`src/rtl/fixed_power_calc.sv`:
```
// Q(W-FRAC).FRAC power stage: pairs I/V words, multiplies them with a
// sequential signed shift-add unit and returns P = I*V with an overflow flag.
// Ports: CLK, RST_PW (full sync reset), RST_FSM_PW (FSM-only sync reset),
//        I_FX/ACK_I, V_FX/ACK_V operand words and strobes,
//        RESULT_P, ACK_P (result valid), O_F (overflow).
// Build option: define PW_SATURATE_EN to clamp overflowed results instead of
// wrapping them.
module fixed_power_calc #(
  parameter int W    = 32,
  parameter int FRAC = 16
) (
  input  logic         CLK,
  input  logic         RST_PW,
  input  logic         RST_FSM_PW,
  input  logic [W-1:0] I_FX,
  input  logic         ACK_I,
  input  logic [W-1:0] V_FX,
  input  logic         ACK_V,
  output logic [W-1:0] RESULT_P,
  output logic         ACK_P,
  output logic         O_F
);

  localparam int CW = $clog2(W) + 1;

  localparam logic [W-1:0] MAX_POS = {1'b0, {(W-1){1'b1}}};
  localparam logic [W-1:0] MIN_NEG = {1'b1, {(W-1){1'b0}}};

  typedef enum logic [2:0] {
    IDLE,
    WAIT,
    MUL,
    NORM,
    DONE
  } state_t;

  state_t         state;
  logic           ack_i_d;
  logic           ack_v_d;
  logic           got_i;
  logic           got_v;
  logic [W-1:0]   op_i;
  logic [W-1:0]   op_v;
  logic [W-1:0]   mcand;
  logic [2*W-1:0] acc;
  logic [CW-1:0]  cnt;
  logic           neg;

  logic           edge_i;
  logic           edge_v;
  logic [W-1:0]   mag_i;
  logic [W-1:0]   mag_v;
  logic [W:0]     sum;
  logic [W-1:0]   mag;
  logic [W-FRAC-1:0] hi;
  logic           ovf;
  logic [W-1:0]   neg_mag;
  logic [W-1:0]   wrap;
  logic [W-1:0]   res;

  assign edge_i = ACK_I & ~ack_i_d;
  assign edge_v = ACK_V & ~ack_v_d;

  // Unsigned magnitudes: the most negative word maps onto 2^(W-1).
  assign mag_i = op_i[W-1] ? (~op_i + {{(W-1){1'b0}}, 1'b1}) : op_i;
  assign mag_v = op_v[W-1] ? (~op_v + {{(W-1){1'b0}}, 1'b1}) : op_v;

  // Partial product lives in the upper half; the multiplier is consumed
  // from the lower half LSB first as the accumulator shifts right.
  assign sum = {1'b0, acc[2*W-1:W]}
             + (acc[0] ? {1'b0, mcand} : {(W+1){1'b0}});

  assign mag     = acc[W+FRAC-1:FRAC];
  assign hi      = acc[2*W-1:W+FRAC];
  assign ovf     = (|hi) | (neg ? (mag > MIN_NEG) : (mag > MAX_POS));
  assign neg_mag = ~mag + {{(W-1){1'b0}}, 1'b1};
  assign wrap    = neg ? neg_mag : mag;

`ifdef PW_SATURATE_EN
  assign res = ovf ? (neg ? MIN_NEG : MAX_POS) : wrap;
`else
  assign res = wrap;
`endif

  always_ff @(posedge CLK) begin
    if (RST_PW) begin
      state    <= IDLE;
      ack_i_d  <= 1'b0;
      ack_v_d  <= 1'b0;
      got_i    <= 1'b0;
      got_v    <= 1'b0;
      op_i     <= '0;
      op_v     <= '0;
      mcand    <= '0;
      acc      <= '0;
      cnt      <= '0;
      neg      <= 1'b0;
      RESULT_P <= '0;
      ACK_P    <= 1'b0;
      O_F      <= 1'b0;
    end else begin
      ack_i_d <= ACK_I;
      ack_v_d <= ACK_V;
      if (RST_FSM_PW) begin
        state <= IDLE;
        got_i <= 1'b0;
        got_v <= 1'b0;
        ACK_P <= 1'b0;
        O_F   <= 1'b0;
      end else begin
        unique case (state)
          IDLE, WAIT: begin
            if (got_i && got_v) begin
              state <= MUL;
              ACK_P <= 1'b0;
              O_F   <= 1'b0;
              mcand <= mag_i;
              acc   <= {{W{1'b0}}, mag_v};
              cnt   <= '0;
              neg   <= op_i[W-1] ^ op_v[W-1];
            end else begin
              if (edge_i) begin
                op_i  <= I_FX;
                got_i <= 1'b1;
              end
              if (edge_v) begin
                op_v  <= V_FX;
                got_v <= 1'b1;
              end
              if (edge_i || edge_v || got_i || got_v)
                state <= WAIT;
            end
          end
          MUL: begin
            acc <= {sum, acc[W-1:1]};
            cnt <= cnt + {{(CW-1){1'b0}}, 1'b1};
            if (cnt == CW'(W-1))
              state <= NORM;
          end
          NORM: begin
            RESULT_P <= res;
            O_F      <= ovf;
            ACK_P    <= 1'b1;
            state    <= DONE;
          end
          DONE: begin
            got_i <= 1'b0;
            got_v <= 1'b0;
            state <= IDLE;
          end
          default: state <= IDLE;
        endcase
      end
    end
  end

endmodule

```
`config.mk`:
```
export PLATFORM = sky130hd
export DESIGN_NAME = fixed_power_calc
export DESIGN_NICKNAME = d
export VERILOG_FILES = /design/src/rtl/fixed_power_calc.sv
export SDC_FILE = /design/constraint.sdc
export NUM_CORES = 1
export LEC_CHECK = 0
export ABC_AREA = 1
export BUFFER_PORTS_ARGS = -buffer_cell sky130_fd_sc_hd__clkbuf_2
export CORE_MARGIN = 8
export CORE_UTILIZATION = 30
export DETAILED_ROUTE_END_ITERATION = 7
export HOLD_SLACK_MARGIN = 0.03
export PLACE_DENSITY_LB_ADDON = 0.2
export SLEW_MARGIN = 20
export SYNTH_ARGS = -nofsm -noshare
export SYNTH_HDL_FRONTEND = slang
export SYNTH_SLANG_ARGS = --single-unit
```
`constraint.sdc`:
```
create_clock -name CLK -period 3.29 [get_ports CLK]
set_clock_uncertainty 0.1 [all_clocks]
set_input_delay 0.987 -clock CLK [delete_from_list [all_inputs] [get_ports CLK]]
set_output_delay 0.987 -clock CLK [all_outputs]
set_load 0.02 [all_outputs]
```
# Word level (Yosys, flattened, before mapping)
# Index checks and enable logic that the tools add are counted.
dict set report classes {
  eq_ne 11
  muxes 22
  n_bitwise 11
  n_reduce_logical 20
  addsub 5
  order_cmp 2
}
# cell n
set ops {}
lappend ops {{two-way mux 32 bit} 4}
lappend ops {{one-hot mux 64 bit (2 select lines)} 1}
lappend ops {{adder 32 x 1 -> 32 bit (second input constant)} 3}
lappend ops {{inverter 32 bit} 3}
lappend ops {{two-way mux 64 bit} 1}
lappend ops {{adder 32 x 32 -> 33 bit} 1}
lappend ops {{greater-than comparator 32 x 31 -> 1 bit (second input constant)} 1}
lappend ops {{greater-than comparator 32 bit (second input constant)} 1}
lappend ops {{OR reduction 16 bit} 1}
lappend ops {{one-hot mux 6 bit (2 select lines)} 1}
lappend ops {{AND reduction 3 bit} 4}
lappend ops {{inequality test 2 bit (second input constant)} 5}
lappend ops {{two-way mux 3 bit} 3}
lappend ops {{one-hot mux 3 bit (3 select lines)} 1}
lappend ops {{one-hot mux 1 bit (2 select lines)} 4}
lappend ops {{AND reduction 4 bit} 2}
lappend ops {{adder 6 x 1 -> 6 bit (second input constant)} 1}
lappend ops {{equality test 3 x 2 -> 1 bit (second input constant)} 2}
lappend ops {{equality test 6 x 5 -> 1 bit (second input constant)} 1}
lappend ops {{two-way mux 1 bit} 6}
lappend ops {{two-way mux 6 bit} 1}
lappend ops {{AND reduction 2 bit} 3}
lappend ops {{nonzero test 2 bit} 3}
lappend ops {{inverter 1 bit} 4}
lappend ops {{other kinds (10)} 14}
dict set report word_totals {
  in_bits 69
  reg_bits 208
  wordCells 85
}

# Depth between registers and ports, before layout
dict set report depth {
  ltp_word 8
  ltp_mapped 18
  mapped_depth_nobuf 16
}

# Worst setup path before layout
# OpenSTA, ideal clock, no wires.
dict set report synth_timing {
  kind {register to register}
  from {reg acc[0]}
  to {reg acc[47]}
  setup_slack_ns 0.865
  arrival_time_ns 2.254
  path_buffers 2
  setup_ns 0.070
  path_stages_with_launch 18
  path_cell_list {dfxtp_1 clkbuf_1 clkbuf_1 nand2_1 inv_1 ha_1 inv_1 fa_1 inv_1 nand3_1 nand3_1 nand2_1 nand2_1 nand2_1 nand2_1 or2_2 nand3_1 a21oi_1}
}
dict set report synth_between {
  elab_chain_cells 3
}
# item line_no
set synth_lines {}
lappend synth_lines {{from (decl)} 45} ;# logic [2*W-1:0] acc;
lappend synth_lines {{from (signal assigned)} 118} ;# acc <= {{W{1'b0}}, mag_v};
lappend synth_lines {{from (signal assigned)} 135} ;# acc <= {sum, acc[W-1:1]};
lappend synth_lines {{two-way mux 32 bit} 71} ;# + (acc[0] ? {1'b0, mcand} : {(W+1){1'b0}});
lappend synth_lines {{adder 32 x 32 -> 33 bit} 71}
lappend synth_lines {{one-hot mux 64 bit (2 select lines)} 111} ;# unique case (state)
# Every way passes these cells.
# A chain may end at the register's enable or synchronous reset.

# Worst setup path after layout
dict set report layout_timing {
  from {reg acc[0]}
  to {reg acc[58]}
}
# The elaborated chain is that of the path after synthesis.

==> metrics.txt <==
dpl hpwl 30,600 µm; clock-pin slew on the worst setup and hold paths 0.06 ns; Num Clock Sinks 208; drt via density 4.70; cts repair resizes 0; sequential share of the synthesized area 0.319; Worst Path Max Fanout 31; fin crit period 2.51 ns; Power Density 419 mW/mm²; Final Cell Area 0.0150 mm²; crit path kind register to register; RSZ-0062 raised after global routing no; Die Span Y 225 µm; Worst Hold Class register to register; area of placed instances 0.0141 mm²; Final Cycle Share 0.764; final hold violations 0; Starting DRT DRC Count 664; CP required 3.57 ns; DRT Pass-1 Iters 5; total of max-cap violations 0; worst-skew pair later-pin latency 0.53 ns; # diodes 0; Synth Area in Adders 0.0360; Leak Pwr 7.36 nW; Mapped Cells 2,103; GRT Total Usage 0.155; syn_nets 2,209; Syn Area/Cell 6.21 µm²; first-pass GRT wire length 65,100 µm; Die ar. 0.0505 mm²; dpl ws 0.562 ns; RD Place Congestion 0.896; site row count 76; post-route setup slack 0.777 ns; Synth Warn # 0; Antenna Violating Nets Remaining 0; Final setup viols 0; DR vias 13,000; largest net degree at the start of global routing 73; nets 2,275; Critical Path Source acc[0]$_SDFFE_PP0P_; EDFF count, synth 0; status finished clean; Synth cell types 48; ys flop type dfxtp_1; synthesized area 0.0131 mm²; vias in the first global route 12,300; Compound-Gate Fraction of Synth Area 0.172; Area Growth Syn to Fin 14.9%; IO Pins 103; xor/xnor share of the synthesized area 0.0302; highest clock rate 398 MHz; final wirelength 40,000 µm; largest family of logic cells by synthesized area simple AND/OR/NAND/NOR gates; startpoint type of the worst setup path register; Max Buffers Root-to-Sink 3; root buf cell clkbuf_16; Hold-fix buffers, CTS 0; Setup TNS 0 ns; Routed wire per std cell 14.4 µm; Worst-Margin Slew 0.925 ns; Die W 225 µm; IO buf count 102; VDD IR max 0.276 mV; Initial Util 0.303; r2r startpoint acc[0]$_SDFFE_PP0P_; Hold Crit Start acc[29]$_SDFFE_PP0P_; layout cells sized above 1 0.0970; core area 0.0431 mm²; Post-CTS Setup Inserts 0; Slew Limit Fails 0; residual DRC count 0; relative slew slack 0.383; crit end category register; simple-gate share of the synthesized area 0.327; initial antenna violation count 0; Crit path arrival time 2.79 ns; ys async rst share 0; CTS buffer count 25; post-synthesis mux area share 0; CTS tree built; H-tree Lvls 1; Synth Register Bits 208; GR Overflow Total 0
==> report_power, final <==
part | internal, mW | switching (mW)
Sequential | 2.58 | 0.0601
Clock | 1.85 | 1.11
Combinational | 0.230 | 0.462
==> cells in the mapped netlist, types with 2 or more instances <==
library cell,number,area (µm²)
nand2_1,549,2060
inv_1,291,1090
nor2_1,225,845
a21oi_1,216,1080
dfxtp_1,208,4160
o21ai_0,157,786
nand3_1,132,661
xor2_1,43,377
ha_1,36,450
buf_2,35,175
clkbuf_1,34,128
nand4_1,28,175
nor3_1,18,90.1
o211ai_1,11,82.6
o21ai_1,10,50.1
nand3b_1,9,67.6
a21oi_2,8,70.1
a31oi_1,8,50.1
nand2_2,7,43.8
or2_2,7,43.8
and2_1,6,37.5
nor4_1,6,37.5
nor2_2,5,31.3
nor2_4,5,56.3
buf_1,4,15.0
buf_4,4,30.0
buf_6,4,45.0
inv_2,4,15.0
o21a_1,4,30.0
nand3_2,3,30.0
nor3_2,3,30.0
o21bai_1,3,22.5
a21o_1,2,15.0
a22oi_1,2,15.0
and3_1,2,12.5
xnor2_1,2,17.5
==> through the flow <==
step / power (mW) / hold slack, ns / instances / util
4_1_cts: 6.39 / 0.365 / 2770 / 0.349
3_3_place_gp: 3.38 / 0.354 / 2727 / 0.328
3_5_place_dp: 3.39 / 0.356 / 2727 / 0.328
6_report: 6.30 / 0.362 / 2770 / 0.349
2_1_floorplan: 3.17 / 0.344 / 2103 / -
5_1_grt: 6.58 / 0.385 / 2770 / 0.349
==> registers in the layout, indices dropped and copies added, names as in the netlist <==
name / cells
ACK_P: 1
O_F: 1
RESULT_P: 32
acc: 64
ack_i_d: 1
ack_v_d: 1
cnt: 6
got_i: 1
got_v: 1
mcand: 32
neg: 1
op_i: 32
op_v: 32
state: 3
==> cell usage in the layout, fill, tap and decap left out, drive strengths merged, types with 4 or more instances in the layout <==
cell type and n:
xor2 43, dfxtp 208, or2 7, inv 297
nand3 135, bufinv 4, o21a 4, a21oi 224
and2 6, o21ai 167, nand4 28, buf 18
ha 36, clkbuf 136, nand2 556, nor3 22
o21bai 4, a31oi 8, o211ai 11, nor4 6
clkinv 4, nor2 236, nand3b 9
==> routing by layer <==
layer	vias to the layer above	GRT usage	routed length [µm]
li1	6876	-	-
met1	5860	0.222	20700
met2	253	0.251	17300
met3	34	0.0165	1430
met4	0	0.0314	574
met5	-	0	0
==> layout make-up <==
type | instances | area (µm²)
Timing Repair Buffer | 120 | 721
Clock inverter | 9 | 151
Inverter | 297 | 1120
Tap cell | 585 | 732
Multi-Input combinational cell | 1517 | 7400
Clock buffer | 34 | 729
Fill cell | 4762 | 28100
Sequential cell | 208 | 4160
==> worst paths after layout <==
kind / end / slack, ns / cells after the start
hold / removal: acc[29]$_SDFFE_PP0P_ / 0.36 / 2
setup reg to reg: acc[58]$_SDFFE_PP0P_ / 0.78 / 14
setup / recovery: acc[58]$_SDFFE_PP0P_ / 0.78 / 14
hold reg to reg: acc[29]$_SDFFE_PP0P_ / 0.36 / 2
==> critical path, stage by stage (launching register included) <==
cell and delay [ns]:
dfxtp_1 0.32, buf_4 0.23, nand2_1 0.10, inv_1 0.05, ha_1 0.40, nand2_1 0.13, nor2_1 0.26, inv_1 0.08
nor2_1 0.16, and2_1 0.15, nand2_1 0.12, nand2_1 0.10, nand2_1 0.05, nand3_1 0.06, a21oi_1 0.06
==> cell families after synthesis <==
kind of cell               after synthesis
AOI/OAI and AO/OA                      426
xor gates and xnor gates                45
adders and majority gates               37
buffers and inverters                  378
DFF                                    208
and+or+nand+nor                       1009
No activity file was read; power rests on OpenSTA's default activity.
